File: src/rtl/vga_pkg.sv
// vga_pkg: shared definitions for the VGA raster timing generator.
//   - default 640x480 @ 60 Hz timing (50 MHz system clock, 2 clocks/pixel)
//   - coord_t: 10-bit pixel/line coordinate
//   - SYNC_ACTIVE: level driven on h_sync/v_sync during the sync pulse
package vga_pkg;

  localparam int COORD_W = 10;
  typedef logic [COORD_W-1:0] coord_t;

  localparam int DEFAULT_H_VISIBLE    = 640;
  localparam int DEFAULT_H_FRONT      = 16;
  localparam int DEFAULT_H_SYNC       = 96;
  localparam int DEFAULT_H_BACK       = 48;
  localparam int DEFAULT_V_VISIBLE    = 480;
  localparam int DEFAULT_V_FRONT      = 10;
  localparam int DEFAULT_V_SYNC       = 2;
  localparam int DEFAULT_V_BACK       = 33;
  localparam int DEFAULT_CLOCK_DIVIDE = 2;

  // Both sync pulses are active low for this mode.
  localparam logic SYNC_ACTIVE = 1'b0;

endpackage

File: src/rtl/vga_axis_counter.sv
// vga_axis_counter: one raster axis (horizontal or vertical).
//   clock, reset  system clock, asynchronous active-low reset
//   advance       step the count on this edge
//   count         current position, 0..TOTAL-1 (registered)
//   wrap          advance while at TOTAL-1 (the count returns to 0 on this edge)
//   sync_n        sync level for the position the count holds after this edge
//   active        position after this edge lies in the visible interval
// sync_n and active are look-ahead decodes so the parent can register them
// alongside the count, keeping every pin glitch-free with zero skew.
module vga_axis_counter
  import vga_pkg::*;
#(
  parameter int VISIBLE = 640,
  parameter int FRONT   = 16,
  parameter int SYNC    = 96,
  parameter int BACK    = 48
) (
  input  logic               clock,
  input  logic               reset,
  input  logic               advance,
  output logic [COORD_W-1:0] count,
  output logic               wrap,
  output logic               sync_n,
  output logic               active
);

  localparam int TOTAL = VISIBLE + FRONT + SYNC + BACK;

  localparam coord_t LAST       = coord_t'(TOTAL - 1);
  localparam coord_t SYNC_START = coord_t'(VISIBLE + FRONT);
  localparam coord_t SYNC_END   = coord_t'(VISIBLE + FRONT + SYNC);
  localparam coord_t VIS_END    = coord_t'(VISIBLE);

  if (TOTAL > (1 << COORD_W)) begin : g_total_check
    $error("vga_axis_counter: total period does not fit the coordinate width");
  end

  coord_t count_next;

  // NOTE: every signal assigned in always_comb gets a default first, so no
  // path can leave it unassigned and infer a latch.
  always_comb begin
    wrap       = advance && (count == LAST);
    count_next = count;
    if (advance) begin
      count_next = wrap ? '0 : count + coord_t'(1);
    end
    sync_n = ((count_next >= SYNC_START) && (count_next < SYNC_END))
             ? SYNC_ACTIVE : ~SYNC_ACTIVE;
    active = (count_next < VIS_END);
  end

  // NOTE: state flops use non-blocking assignments so every flop samples the
  // pre-edge values, independent of statement order.
  always_ff @(posedge clock or negedge reset) begin
    if (!reset) begin
      count <= '0;
    end else begin
      count <= count_next;
    end
  end

endmodule

File: src/rtl/vga_timing.sv
// vga_timing: raster timing generator for the VGA output path.
//   clock, reset   system clock, asynchronous active-low reset
//   pixel_enable   high in the last clock of each pixel period
//   pixel_x/y      current horizontal / vertical count
//   pixel_valid    position inside the visible region
//   line_start     pixel_enable at pixel_x==0
//   frame_start    pixel_enable at pixel_x==0, pixel_y==0
//   h_sync/v_sync  sync pulses, active low
//   vga_clock      DAC pixel clock, rising mid-pixel
//   vga_blank      DAC blank, active low (high while visible)
//   vga_sync       DAC sync-on-green, tied low
// All pins come straight from flops loaded with the decode of the next state.
module vga_timing
  import vga_pkg::*;
#(
  parameter int H_VISIBLE    = DEFAULT_H_VISIBLE,
  parameter int H_FRONT      = DEFAULT_H_FRONT,
  parameter int H_SYNC       = DEFAULT_H_SYNC,
  parameter int H_BACK       = DEFAULT_H_BACK,
  parameter int V_VISIBLE    = DEFAULT_V_VISIBLE,
  parameter int V_FRONT      = DEFAULT_V_FRONT,
  parameter int V_SYNC       = DEFAULT_V_SYNC,
  parameter int V_BACK       = DEFAULT_V_BACK,
  parameter int CLOCK_DIVIDE = DEFAULT_CLOCK_DIVIDE
) (
  input  logic               clock,
  input  logic               reset,
  output logic               pixel_enable,
  output logic [COORD_W-1:0] pixel_x,
  output logic [COORD_W-1:0] pixel_y,
  output logic               pixel_valid,
  output logic               line_start,
  output logic               frame_start,
  output logic               h_sync,
  output logic               v_sync,
  output logic               vga_clock,
  output logic               vga_blank,
  output logic               vga_sync
);

  localparam int DIV_W = (CLOCK_DIVIDE > 1) ? $clog2(CLOCK_DIVIDE) : 1;
  localparam logic [DIV_W-1:0] DIV_LAST = DIV_W'(CLOCK_DIVIDE - 1);
  localparam logic [DIV_W-1:0] DIV_HALF = DIV_W'(CLOCK_DIVIDE / 2);

  if (CLOCK_DIVIDE < 2) begin : g_divide_check
    $error("vga_timing: CLOCK_DIVIDE must be at least 2");
  end

  // The first edge after reset release only loads the decode of (0,0,0);
  // running holds the divider there for that one edge so the first frame is
  // complete and opens with a frame_start.
  logic             running;
  logic [DIV_W-1:0] div, div_next;
  logic             tick;

  logic h_wrap, h_sync_next, h_active_next;
  logic v_wrap, v_sync_next, v_active_next;
  logic h_zero_next, v_zero_next, pix_en_next;

  always_comb begin
    tick = (div == DIV_LAST);
    if (!running || tick) begin
      div_next = '0;
    end else begin
      div_next = div + DIV_W'(1);
    end
    pix_en_next = (div_next == DIV_LAST);
    // An axis sits at 0 after this edge if it wraps now or is at 0 and holds.
    h_zero_next = h_wrap || ((pixel_x == '0) && !tick);
    v_zero_next = v_wrap || ((pixel_y == '0) && !h_wrap);
  end

  vga_axis_counter #(
    .VISIBLE(H_VISIBLE), .FRONT(H_FRONT), .SYNC(H_SYNC), .BACK(H_BACK)
  ) u_h_axis (
    .clock  (clock),
    .reset  (reset),
    .advance(tick),
    .count  (pixel_x),
    .wrap   (h_wrap),
    .sync_n (h_sync_next),
    .active (h_active_next)
  );

  vga_axis_counter #(
    .VISIBLE(V_VISIBLE), .FRONT(V_FRONT), .SYNC(V_SYNC), .BACK(V_BACK)
  ) u_v_axis (
    .clock  (clock),
    .reset  (reset),
    .advance(h_wrap),
    .count  (pixel_y),
    .wrap   (v_wrap),
    .sync_n (v_sync_next),
    .active (v_active_next)
  );

  always_ff @(posedge clock or negedge reset) begin
    if (!reset) begin
      running      <= 1'b0;
      div          <= '0;
      pixel_enable <= 1'b0;
      line_start   <= 1'b0;
      frame_start  <= 1'b0;
      pixel_valid  <= 1'b0;
      vga_blank    <= 1'b0;
      h_sync       <= ~SYNC_ACTIVE;
      v_sync       <= ~SYNC_ACTIVE;
      vga_clock    <= 1'b0;
    end else begin
      running      <= 1'b1;
      div          <= div_next;
      pixel_enable <= pix_en_next;
      line_start   <= pix_en_next && h_zero_next;
      frame_start  <= pix_en_next && h_zero_next && v_zero_next;
      pixel_valid  <= h_active_next && v_active_next;
      vga_blank    <= h_active_next && v_active_next;
      h_sync       <= h_sync_next;
      v_sync       <= v_sync_next;
      vga_clock    <= (div_next >= DIV_HALF);
    end
  end

  assign vga_sync = 1'b0;

endmodule

File: config.mk
export PLATFORM = sky130hd
export DESIGN_NAME = vga_timing
export DESIGN_NICKNAME = d
export VERILOG_FILES = /design/src/rtl/vga_pkg.sv /design/src/rtl/vga_axis_counter.sv /design/src/rtl/vga_timing.sv
export SDC_FILE = /design/constraint.sdc
export NUM_CORES = 1
export LEC_CHECK = 0
export ABC_AREA = 1
export BUFFER_PORTS_ARGS = -buffer_cell sky130_fd_sc_hd__buf_2
export CORE_MARGIN = 3
export CORE_UTILIZATION = 59
export CTS_CLUSTER_SIZE = 16
export DETAILED_ROUTE_END_ITERATION = 7
export PLACE_DENSITY = 0.84
export SETUP_SLACK_MARGIN = 0.2
export SLEW_MARGIN = 10
export SYNTH_ARGS = -nofsm -noshare
export SYNTH_HDL_FRONTEND = slang
export SYNTH_SLANG_ARGS = --single-unit
File: constraint.sdc
create_clock -name clock -period 2.9 [get_ports clock]
set_clock_uncertainty 0.05 [all_clocks]
set_input_delay 0.145 -clock clock [delete_from_list [all_inputs] [get_ports clock]]
set_output_delay 0.145 -clock clock [all_outputs]
set_load 0.03 [all_outputs]
==> results.toml, run 1 <==
[status]
status = "completed"

[sta]
fin_crit_ps = 1840
rsz0062_at_grt = "false"
tightest_slew_ps = 630
tns_ps = 0
slew_headroom_pct = 58.0
fin_hold_ws_ps = 287
slew_viol_final = 0
post-route-period-util_pct = 63.5
final-setup-viol-count = 0
timing.fmax_mhz = 543
hold_viol_final = 0

[global_route]
grt_pass1_wl_microns = 6080
grt_pass1_vias = 1365
grtUsageMet3_pct = 4.36
grt_busiest_layer = "met2"
grt_max_degree = 28
overflow = 0
met1_usage_pct = 33.4
gr-usage-all-layers_pct = 22.3
antenna_found_initial = 0
use_met2_pct = 34.0

[layout]
fin_cells = 292
multiInputGateArea_sq_um = 841
layout-area-overhead-vs-synth_pct = 11.2
regArea_sq_um = 678
nNetsFinal = 269
antenna_cells = 0
fillers = 228
drive_above_1_share_pct = 22.1

[detailed_routing]
drt_iter0_drc = 81
route.detailed.wl_per_inst_microns = 12.4
drc = 0
drt-pass1-iter-count = 4
vias_per_cell = 5.31
totalWireLength_microns = 3630
vias = 1550
antenna_left = 0

[power_and_ir_drop]
fin_total_pwr_mw = 0.890
max-vdd-ir-drop_v = 0.000667
clkPwrFrac_pct = 17.5
leakage_nw = 1.00
switching_share_pct = 38.5
seqPwrFrac_pct = 52.9
p_switching_mw = 0.343
p_int_mw = 0.548
power_density_mw_per_mm2 = 476
pwr-share-comb_pct = 29.6

[clock_network]
cts_hold_buf = 1
cts_max_level = 1
cts_tree = "yes"
clockBufferDepth = 2
clock_latency_ps = 310
clock_sinks = 27
cts_resized = 0
cts_buffers = 3
clk_pin_slew_ps = 140
cts-root-buf = "clkbuf_4"
cts_setup_buffers = 0

[synthesis]
syn_nets = 239
synth_seq_cells = 27
synthCells = 233
ys_seq_area_share_pct = 40.4
syn_area_per_cell_sq_um = 7.21
syn-cell-area_sq_mm = 0.00168
ys.warnings.count = 0
synthDistinctLibCells = 34

[flow_run]
cap_violations = 0

[placed_design]
dp_cells = 287
place_congestion = 0.984
port-buffer-count = 29
dp_hpwl_microns = 2910

[critical_path]
crit_path_start_kind = "flip-flop"
critPathRequiredTime_ps = 3120
critical_path_class = "reg -> reg"
worstSetupEndpointType = "flip-flop"
crit_arrival_ps = 2060
critPathMaxFanout = 19

[min_path]
worstHoldPathType = "in -> async"

[floorplanning]
die_w_microns = 59.4
dieArea_sq_mm = 0.00352
core_area_sq_mm = 0.00259
io_pins = 31
die_h_microns = 59.4
placementRows = 18
start_util_pct = 64.9
## state kept, by name, indices dropped and copies added, names as in the netlist
| name | flops |
|---|---|
| line_start | 1 |
| u_h_axis.count | 10 |
| pixel_valid | 1 |
| running | 1 |
| pixel_enable | 1 |
| u_v_axis.count | 10 |
| frame_start | 1 |
| v_sync | 1 |
| h_sync | 1 |
## worst paths after layout
| path | start | end | slack [ps] | depth (start not counted) |
|---|---|---|---|---|
| hold reg to reg | running$_DFF_PN0_ | pixel_enable$_DFF_PN0_ | 470 | 2 |
| hold / removal | reset | u_h_axis.count[1]$_DFF_PN0_ | 290 | 2 |
| min in group clock | running$_DFF_PN0_ | pixel_enable$_DFF_PN0_ | 470 | 2 |
| max in group asynchronous | reset | v_sync$_DFF_PN1_ | 2130 | 2 |
| setup / recovery | pixel_enable$_DFF_PN0_ | h_sync$_DFF_PN1_ | 1060 | 9 |
| setup reg to reg | pixel_enable$_DFF_PN0_ | h_sync$_DFF_PN1_ | 1060 | 9 |
## cell families after synthesis
kind of cell,after synthesis,synth area share [%]
adders and majority gates,4,2.98
other,2,0.447
DFF,27,40.4
xor gates and xnor gates,2,1.04
and+or+nand+nor,147,41.5
AOI/OAI and AO/OA,12,4.10
buffers and inverters,39,9.61
## per-layer routing
layer | vias to the layer above | routed length [microns]
li1 | 786 | -
met5 | - | 0
met1 | 712 | 1710
met4 | 0 | 20
met2 | 50 | 1650
met3 | 2 | 249
## cells in the final DEF (no fill, tap or decap)
master and count:
nor2_4 1, dlygate4sd3_1 1, nor3b_1 1, nor2_8 1, dfstp_2 2, clkbuf_4 3, nor4_1 2, nand2_1 69
and2_1 1, dfrtp_1 25, nand3_1 18, nand2_2 2, nor2_1 28, nand4_1 8, buf_2 29, nand4_2 1
inv_4 1, nand3b_1 3, or2_0 1, o21ai_2 1, inv_2 8, ha_1 4, clkinv_2 1, nand3_2 3
o21ai_0 6, o21bai_1 1, inv_1 24, nand2_4 1, nor3_1 3, o211ai_1 1, a21oi_1 3, clkinv_1 1
xnor2_1 2, nor2_2 4, conb_1 2
## cell usage after synthesis, drive strengths merged
master / n / share of area (%)
nand2: 72 / 17
dfstp: 2 / 3.1
clkinv: 1 / 0.22
inv: 33 / 7.5
buf: 4 / 1.6
nand3b: 3 / 1.3
and2: 1 / 0.37
nand3: 21 / 7.1
xnor2: 2 / 1.0
or2: 1 / 0.37
conb: 2 / 0.45
nor4: 2 / 0.74
ha: 4 / 3.0
nand4: 9 / 3.7
o21ai: 7 / 2.3
a21oi: 3 / 0.89
o211ai: 1 / 0.45
nor3b: 1 / 0.45
o21bai: 1 / 0.45
dfrtp: 25 / 37
nor3: 3 / 0.89
clkbuf: 1 / 0.22
nor2: 34 / 9.6
## power groups by stage
stage,clock network (mW),logic (mW),registers [mW]
after floorplan,0,0.126,0.541
after global routing,0.181,0.297,0.479
final,0.156,0.263,0.471
after global placement,0,0.264,0.478
after detailed placement,0,0.264,0.477
after CTS,0.162,0.266,0.470
## area by class of cell
cell class,instances,area share [%]
Tap cell,30,2.01
Timing Repair Buffer,30,8.30
Clock inverter,1,0.268
Inverter,34,6.96
Sequential cell,27,36.3
Multi-Input combinational cell,167,45.0
Clock buffer,3,1.20
## critical path, stage by stage (launching register included)
cell	delay, ps
dfrtp_1	770
inv_2	130
nor2_1	190
nand2_1	90
nor2_1	90
nand2_1	70
nand3_2	70
inv_2	50
or2_0	210
nand3_1	70
## stage by stage
stage / util, % / area, sq um / setup slack, ps
2_1_floorplan: - / 1680 / 1130
3_3_place_gp: 70.7 / 1830 / 1100
3_5_place_dp: 70.7 / 1830 / 1090
4_1_cts: 72.2 / 1870 / 1060
5_1_grt: 72.2 / 1870 / 850
6_report: 72.2 / 1870 / 1060
Power figures use the tool's default switching activity.
==> inputs of run 2 (changes only) <==
ABC_AREA = 0   (was 1)
CORE_UTILIZATION = 54   (was 59)
PLACE_DENSITY = 0.79   (was 0.84)
clock period = 1.7 ns   (was 2.9 ns; I/O delays follow)
==> run 2 against run 1 <==
The flow now stops in global routing (5_1_grt); synthesized area shrank 9.7%; synthesized cell count fell by 32%.
==> results.toml, run 2 <==
[synthesis]
async_flop_share_pct = 100
synth-edff-count = 0
netlist.area_leader.share_pct = 41.2
synth_common_cells = "dfrtp_1 (25), nand2_1 (18), o21ai_0 (11), nor3_1 (9), inv_1 (8)"
synthCells = 159
syn-cell-area_sq_mm = 0.00152
ys.warnings.count = 0
ys.flop_type = "dfrtp_1"
synth_seq_cells = 27
synthTopCellsByArea = "dfrtp_1 (41%), nand2_1 (4.5%), o21ai_0 (3.6%)"
syn_nets = 165
ys_seq_area_share_pct = 44.7
syn_area_per_cell_sq_um = 9.55
synth_most_common_cell = "dfrtp_1"
yosysTopAreaCell = "dfrtp_1"
synthDistinctLibCells = 44

[placed_design]
place_congestion = 0.899
port-buffer-count = 29
dp_hpwl_microns = 3360
placed_cell_area_sq_mm = 0.00211
post-place-ws_ps = -567

[clock_network]
cts_buffers = 3
clock_sinks = 27
cts-root-buf = "clkbuf_4"
clockBufferDepth = 2
cts_max_level = 1

[global_route]
gr-usage-all-layers_pct = 73.5
grt_max_degree = 28
overflow = 56

[sta]
worst-ep-kind = "sequential cell input"
worstEndpointGrtRepair = "v_sync$_DFF_PN1_/D"

[status]
failing_step = "global routing (5_1_grt)"
status = "did not finish"
toolErrorMsg = "[ERROR GRT-0232] Routing congestion too high. Check the congestion heatmap in the GUI."

[floorplanning]
start_util_pct = 59.1
io_pins = 31
die_w_microns = 59.0
placementRows = 18
die_h_microns = 59.0
-- run 2: cell types whose count changed after synthesis, sizes merged, moves of 3 or more --
cell	previous run	this run
nand2	72	18
nor2	34	6
inv	33	8
nand3	21	6
nor3	3	9
nand4	9	4
or4	0	5
xor2	0	5
and3	0	4
o21ai	7	11
clkbuf	1	4
nand4b	0	3
nor4	2	5
-- run 2: kinds of logic after synthesis --
| kind of cell | after synthesis | share of synthesized area, % |
|---|---|---|
| and+or+nand+nor | 71 | 28.3 |
| AOI/OAI and AO/OA | 29 | 12.0 |
| DFF | 27 | 44.7 |
| buffers and inverters | 16 | 5.19 |
| xor gates and xnor gates | 8 | 4.62 |
| adders and majority gates | 4 | 3.30 |
| other | 2 | 0.495 |
| muxes | 2 | 1.48 |
-- run 2: metal layers --
metal	track usage, %	overflow
met5	14.3	0
met4	82.5	23
met3	52.9	0
met2	91.0	33
met1	72.6	0
-- run 2: what timing repair did --
action,4_1_cts
hold buffers,1
gates resized for setup,32
hold endpoints to repair,25
pin swaps,6
setup buffers,14
endpoints found under the setup margin,21
-- run 2: stage by stage --
stage / utilization [%] / instances / hold WS (ps)
floorplan: - / 159 / -261
global placement: 82.4 / 262 / 52.4
detailed placement: 82.4 / 262 / 67.1
CTS: 93.0 / 281 / 239
==> inputs of run 3 (changes only) <==
CORE_UTILIZATION = 40   (was 54)
CTS_CLUSTER_SIZE = unset   (was 16)
PLACE_DENSITY = unset   (was 0.79)
PLACE_DENSITY_LB_ADDON = 0.15   (was unset)
SETUP_SLACK_MARGIN = unset   (was 0.2)
==> run 3 against run 2 <==
The flow now finishes, with violations (setup timing); synthesized area did not move; synthesized cell count did not move.
==> results.toml, run 3 <==
[status]
status = "finished, violations left"
violations = "setup timing"

[floorplanning]
core_area_sq_mm = 0.00349
die_h_microns = 67.6
io_pins = 31
placementRows = 21
start_util_pct = 43.4
die_w_microns = 67.6
dieArea_sq_mm = 0.00457

[placed_design]
port-buffer-count = 29
dp_hpwl_microns = 3380
placed_cell_area_sq_mm = 0.00219
place_congestion = 1.03

[sta]
hold_viol_final = 0
post-route-period-util_pct = 134
fin_crit_ps = 2280
fin_ws_ps = -578
tightest_slew_ps = 605
fin_hold_ws_ps = 291
final-setup-viol-count = 15
slew_headroom_pct = 59.7
rsz0062_at_grt = "true"
timing.fmax_mhz = 439
slew_viol_final = 0

[synthesis]
ys.warnings.count = 0
synth_most_common_cell = "dfrtp_1"
synth_fa_ha_area_share_pct = 3.30
synthCells = 159
yosysTopAreaCell = "dfrtp_1"
ys.flop_type = "dfrtp_1"
syn-cell-area_sq_mm = 0.00152
synthTopCellsByArea = "dfrtp_1 (41%), nand2_1 (4.5%), o21ai_0 (3.6%)"
netlist.area_leader.share_pct = 41.2
syn_nets = 165
ys_seq_area_share_pct = 44.7
synth_top_family_by_area = "simple AND/OR/NAND/NOR gates"
synth_compound_area_share_pct = 12.0
yosys.area_share.simple_pct = 28.3
synth.area.mux_share_pct = 1.48
synth-xor-area-share_pct = 4.62
synthDistinctLibCells = 44
async_flop_share_pct = 100
synth_seq_cells = 27
syn_area_per_cell_sq_um = 9.55
synth-edff-count = 0
synth_common_cells = "dfrtp_1 (25), nand2_1 (18), o21ai_0 (11), nor3_1 (9), inv_1 (8)"

[clock_network]
clk_pin_slew_ps = 100
clockBufferDepth = 2
cts_max_level = 1
cts-root-buf = "clkbuf_8"
clock_latency_ps = 270
cts_buffers = 3
cts_tree = "yes"
clock_sinks = 27

[critical_path]
cp-startpoint = "u_h_axis.count[5]$_DFF_PN0_"
rr_startpoint = "u_h_axis.count[5]$_DFF_PN0_"
critPathRequiredTime_ps = 1840
crit_arrival_ps = 2420
critical_path_class = "reg -> reg"
crit_path_start_kind = "flip-flop"
reg2reg_setup_slack_ps = -580
critPathMaxFanout = 6
rr_worst_depth = 5
timing.rr.end = "v_sync$_DFF_PN1_"
worstSetupEndpointType = "flip-flop"

[detailed_routing]
antenna_left = 0
vias = 1632
vias_per_cell = 5.37
drt-pass1-iter-count = 4
totalWireLength_microns = 4750
drt_iter0_drc = 137
drc = 0
route.detailed.wl_per_inst_microns = 15.6

[layout]
final_cell_area_sq_mm = 0.00246
final_cell_mix = "buf_4 (70), buf_2 (29), nand2_1 (16)"
drive_above_1_share_pct = 56.2
reg_top3 = "u_h_axis.count (10), u_v_axis.count (10)"
nNetsFinal = 265
antenna_cells = 0
layout_commonest_cell = "buf_4"
layout-area-overhead-vs-synth_pct = 62.1

[power_and_ir_drop]
power_density_mw_per_mm2 = 800
max-vdd-ir-drop_v = 0.000625
leakage_nw = 1.21

[min_path]
worstHoldPathType = "in -> async"

[global_route]
grt_max_degree = 28
gr-usage-all-layers_pct = 21.5
grt_pass1_wl_microns = 7290
grt_pass1_vias = 1540
antenna_found_initial = 0
overflow = 0

[flow_run]
cap_violations = 0
run 3: cell counts after synthesis:
No cell type changed its count.
run 3: worst max path at each step:
stage	to	slack, ps	cells after the start
after floorplan	v_sync$_DFF_PN1_	-660	6
after global placement	v_sync$_DFF_PN1_	-540	5
after detailed placement	v_sync$_DFF_PN1_	-580	5
after CTS	v_sync$_DFF_PN1_	-540	5
after global routing	v_sync$_DFF_PN1_	-630	5
final	v_sync$_DFF_PN1_	-580	5
run 3: cells by family after synthesis:
| group | count (synthesis) |
|---|---|
| and+or+nand+nor | 71 |
| other | 2 |
| DFF | 27 |
| adders and majority gates | 4 |
| AOI/OAI and AO/OA | 29 |
| buffers and inverters | 16 |
| xor gates and xnor gates | 8 |
| muxes | 2 |
run 3: final cells by class:
cell class | instances | area [sq um]
flip-flops and latches | 27 | 692
repair buffers | 103 | 714
multi-input cells | 116 | 920
well taps | 46 | 57.6
clock buffers | 3 | 41.3
clock inverters | 1 | 5.00
fillers | 276 | 1030
inverters | 8 | 30.0
run 3: per-stage QoR:
stage	TNS [ps]	std cells	power [mW]	utilization, %	setup slack (ps)
3_5_place_dp	-3210	286	1.54	62.8	-576
6_report	-4900	304	1.97	70.4	-578
5_1_grt	-5610	304	2.07	70.4	-629
2_1_floorplan	-3980	159	1.21	-	-660
3_3_place_gp	-2830	286	1.51	62.8	-541
4_1_cts	-4010	299	1.93	67.6	-542
run 3: power by group:
group | switching (mW) | total [mW] | leakage, nW | internal [mW]
sequential | 0.0631 | 0.790 | 0.337 | 0.727
clock | 0.211 | 0.375 | 0.0255 | 0.164
combinational | 0.462 | 0.802 | 0.844 | 0.341
run 3: repair_timing:
action                                  in CTS  in global routing
hold buffers                                 1                  0
endpoints found under the setup margin      15                 18
endpoints found under the hold margin       25                  0
resized for setup                           14                 13
buffers inserted                             8                  6
pin swaps                                    6                  6
run 3: critical path, cell delays in order (launching register included):
cell	delay, ps
dfrtp_2	410
or3_4	390
or4_4	490
o21ai_1	200
o41ai_2	120
or4b_1	540
run 3: per-layer routing:
metal / global-route usage (%) / wire, microns / vias to the layer above
met5: 0 / 0 / -
met4: 6.84 / 63 / 0
met1: 28.1 / 2070 / 803
met3: 3.33 / 231 / 8
li1: - / - / 775
met2: 36.3 / 2380 / 46
==> inputs of run 4 (changes only) <==
ABC_AREA = 1   (was 0)
CTS_BUF_LIST = sky130_fd_sc_hd__clkbuf_8   (was unset)
==> run 4 against run 3 <==
The run now ends clean; register-to-register slack gained 650 ps; core utilization shrank 13 points; worst setup slack gained 650 ps; sequential share of layout area grew 3.0 points; critical path depth grew 4; final area shrank 11%; clock-buffer cell count is the same; via count shrank 0.49%; sequential cell count is the same; non-clock buffer count shrank 52; fmax grew 40%; wire length shrank 12%; critical path type unchanged; highest routed layer unchanged.
==> results.toml, run 4 (same netlist as run 1, synthesis figures left out) <==
[layout]
nNetsFinal = 290
drive_above_1_share_pct = 35.3
multiInputGateArea_sq_um = 943
reg_top3 = "u_h_axis.count (10), u_v_axis.count (10)"
final_cell_mix = "nand2_1 (65), buf_2 (29), inv_1 (23)"
antenna_cells = 0
layout-area-overhead-vs-synth_pct = 30.5
regArea_sq_um = 683
layout_commonest_cell = "nand2_1"
fin_cells = 331
fillers = 383

[critical_path]
crit_arrival_ps = 1780
worstSetupEndpointType = "flip-flop"
rr_worst_depth = 9
crit_path_start_kind = "flip-flop"
reg2reg_setup_slack_ps = 70
critical_path_class = "reg -> reg"
critPathMaxFanout = 8
critPathRequiredTime_ps = 1850
rr_startpoint = "u_h_axis.count[6]$_DFF_PN0_"
timing.rr.end = "v_sync$_DFF_PN1_"

[power_and_ir_drop]
power_density_mw_per_mm2 = 819
leakage_nw = 1.13
fin_total_pwr_mw = 1.80
max-vdd-ir-drop_v = 0.000394

[status]
status = "completed"

[floorplanning]
io_pins = 31
die_w_microns = 70.8
placementRows = 22
core_area_sq_mm = 0.00385
die_h_microns = 70.8
dieArea_sq_mm = 0.00501
start_util_pct = 43.6

[flow_run]
cap_violations = 0

[global_route]
grt_max_degree = 28
gr-usage-all-layers_pct = 17.5
overflow = 0
grt_pass1_wl_microns = 7070
antenna_found_initial = 0
grt_pass1_vias = 1540

[placed_design]
dp_hpwl_microns = 3230
dp_cells = 319
place_congestion = 0.876
port-buffer-count = 29

[sta]
post-route-period-util_pct = 96.0
slew_viol_final = 0
rsz0062_at_grt = "true"
hold_viol_final = 0
slew_headroom_pct = 59.7
fin_crit_ps = 1630
tightest_slew_ps = 605
fin_hold_ws_ps = 297
timing.fmax_mhz = 613
tns_ps = 0
final-setup-viol-count = 0

[detailed_routing]
wl_met2_microns = 1890
vias_per_cell = 4.91
vias = 1624
drt-pass1-iter-count = 4
antenna_left = 0
route.detailed.wl_per_inst_microns = 12.6
highest_layer = "met4"
drc = 0
drt_iter0_drc = 86
wl_met1_microns = 2050
totalWireLength_microns = 4170
wl_met3_microns = 182

[clock_network]
clock_latency_ps = 270
clock_sinks = 27
clk_pin_slew_ps = 90
clockBufferDepth = 2
cts-root-buf = "clkbuf_8"
cts_tree = "yes"
cts_buffers = 3
cts_max_level = 1

[min_path]
worstHoldPathType = "in -> async"
[run 4: stage by stage]
step                      worst slack (ps)  utilization (%)  cell area [sq um]
after floorplan                       36.0                -               1680
after global placement               -11.3             50.9               1960
after detailed placement             -11.7             50.9               1960
after CTS                             10.3             54.0               2080
after global routing                 -61.3             56.9               2190
final                                 67.7             56.9               2190
[run 4: where the power goes]
group	internal [mW]	switching, mW
clock	0.162	0.194
combinational	0.239	0.392
sequential	0.715	0.0946
total	1.12	0.680
[run 4: cell type report]
class,count,share of cell area (%)
inverter,34,6.05
clock inverter,1,0.171
clock buffer,3,1.88
sequential,27,31.1
timing repair buffer,51,15.0
tap,48,2.74
multi-input combinational,167,43.0
[run 4: worst max path at each step]
stage	start	end	slack, ps	cells after the start
finish	u_h_axis.count[6]$_DFF_PN0_	v_sync$_DFF_PN1_	70	9
global route	u_h_axis.count[0]$_DFF_PN0_	v_sync$_DFF_PN1_	-60	11
CTS	u_h_axis.count[7]$_DFF_PN0_	v_sync$_DFF_PN1_	10	10
detailed placement	u_h_axis.count[1]$_DFF_PN0_	pixel_valid$_DFF_PN0_	-10	11
global placement	u_h_axis.count[1]$_DFF_PN0_	pixel_valid$_DFF_PN0_	-10	11
floorplan	u_h_axis.count[1]$_DFF_PN0_	v_sync$_DFF_PN1_	40	12
[run 4: per-layer routing]
layer  up-vias  track usage [%]
met5         -                0
met1       736             24.3
met3         7             3.84
met4         0             5.64
met2        43             27.1
li1        838                -
[run 4: worst max-delay path, cell delays in order, from the launching register on]
cell and delay (ps):
dfrtp_1 450, nor2_2 180, nand3_2 170, nor2_8 180, buf_12 130, nand3b_1 70, nand2_1 90, nand3_2 70
nor2_2 100, nand3_1 70
[run 4: timing repair]
action,CTS,global route
cloned,0,0
endpoints found under the setup margin,3,6
resized for setup,3,29
hold buffers,1,0
endpoints found under the hold margin,25,0
pin swaps,3,16
setup buffers,5,2
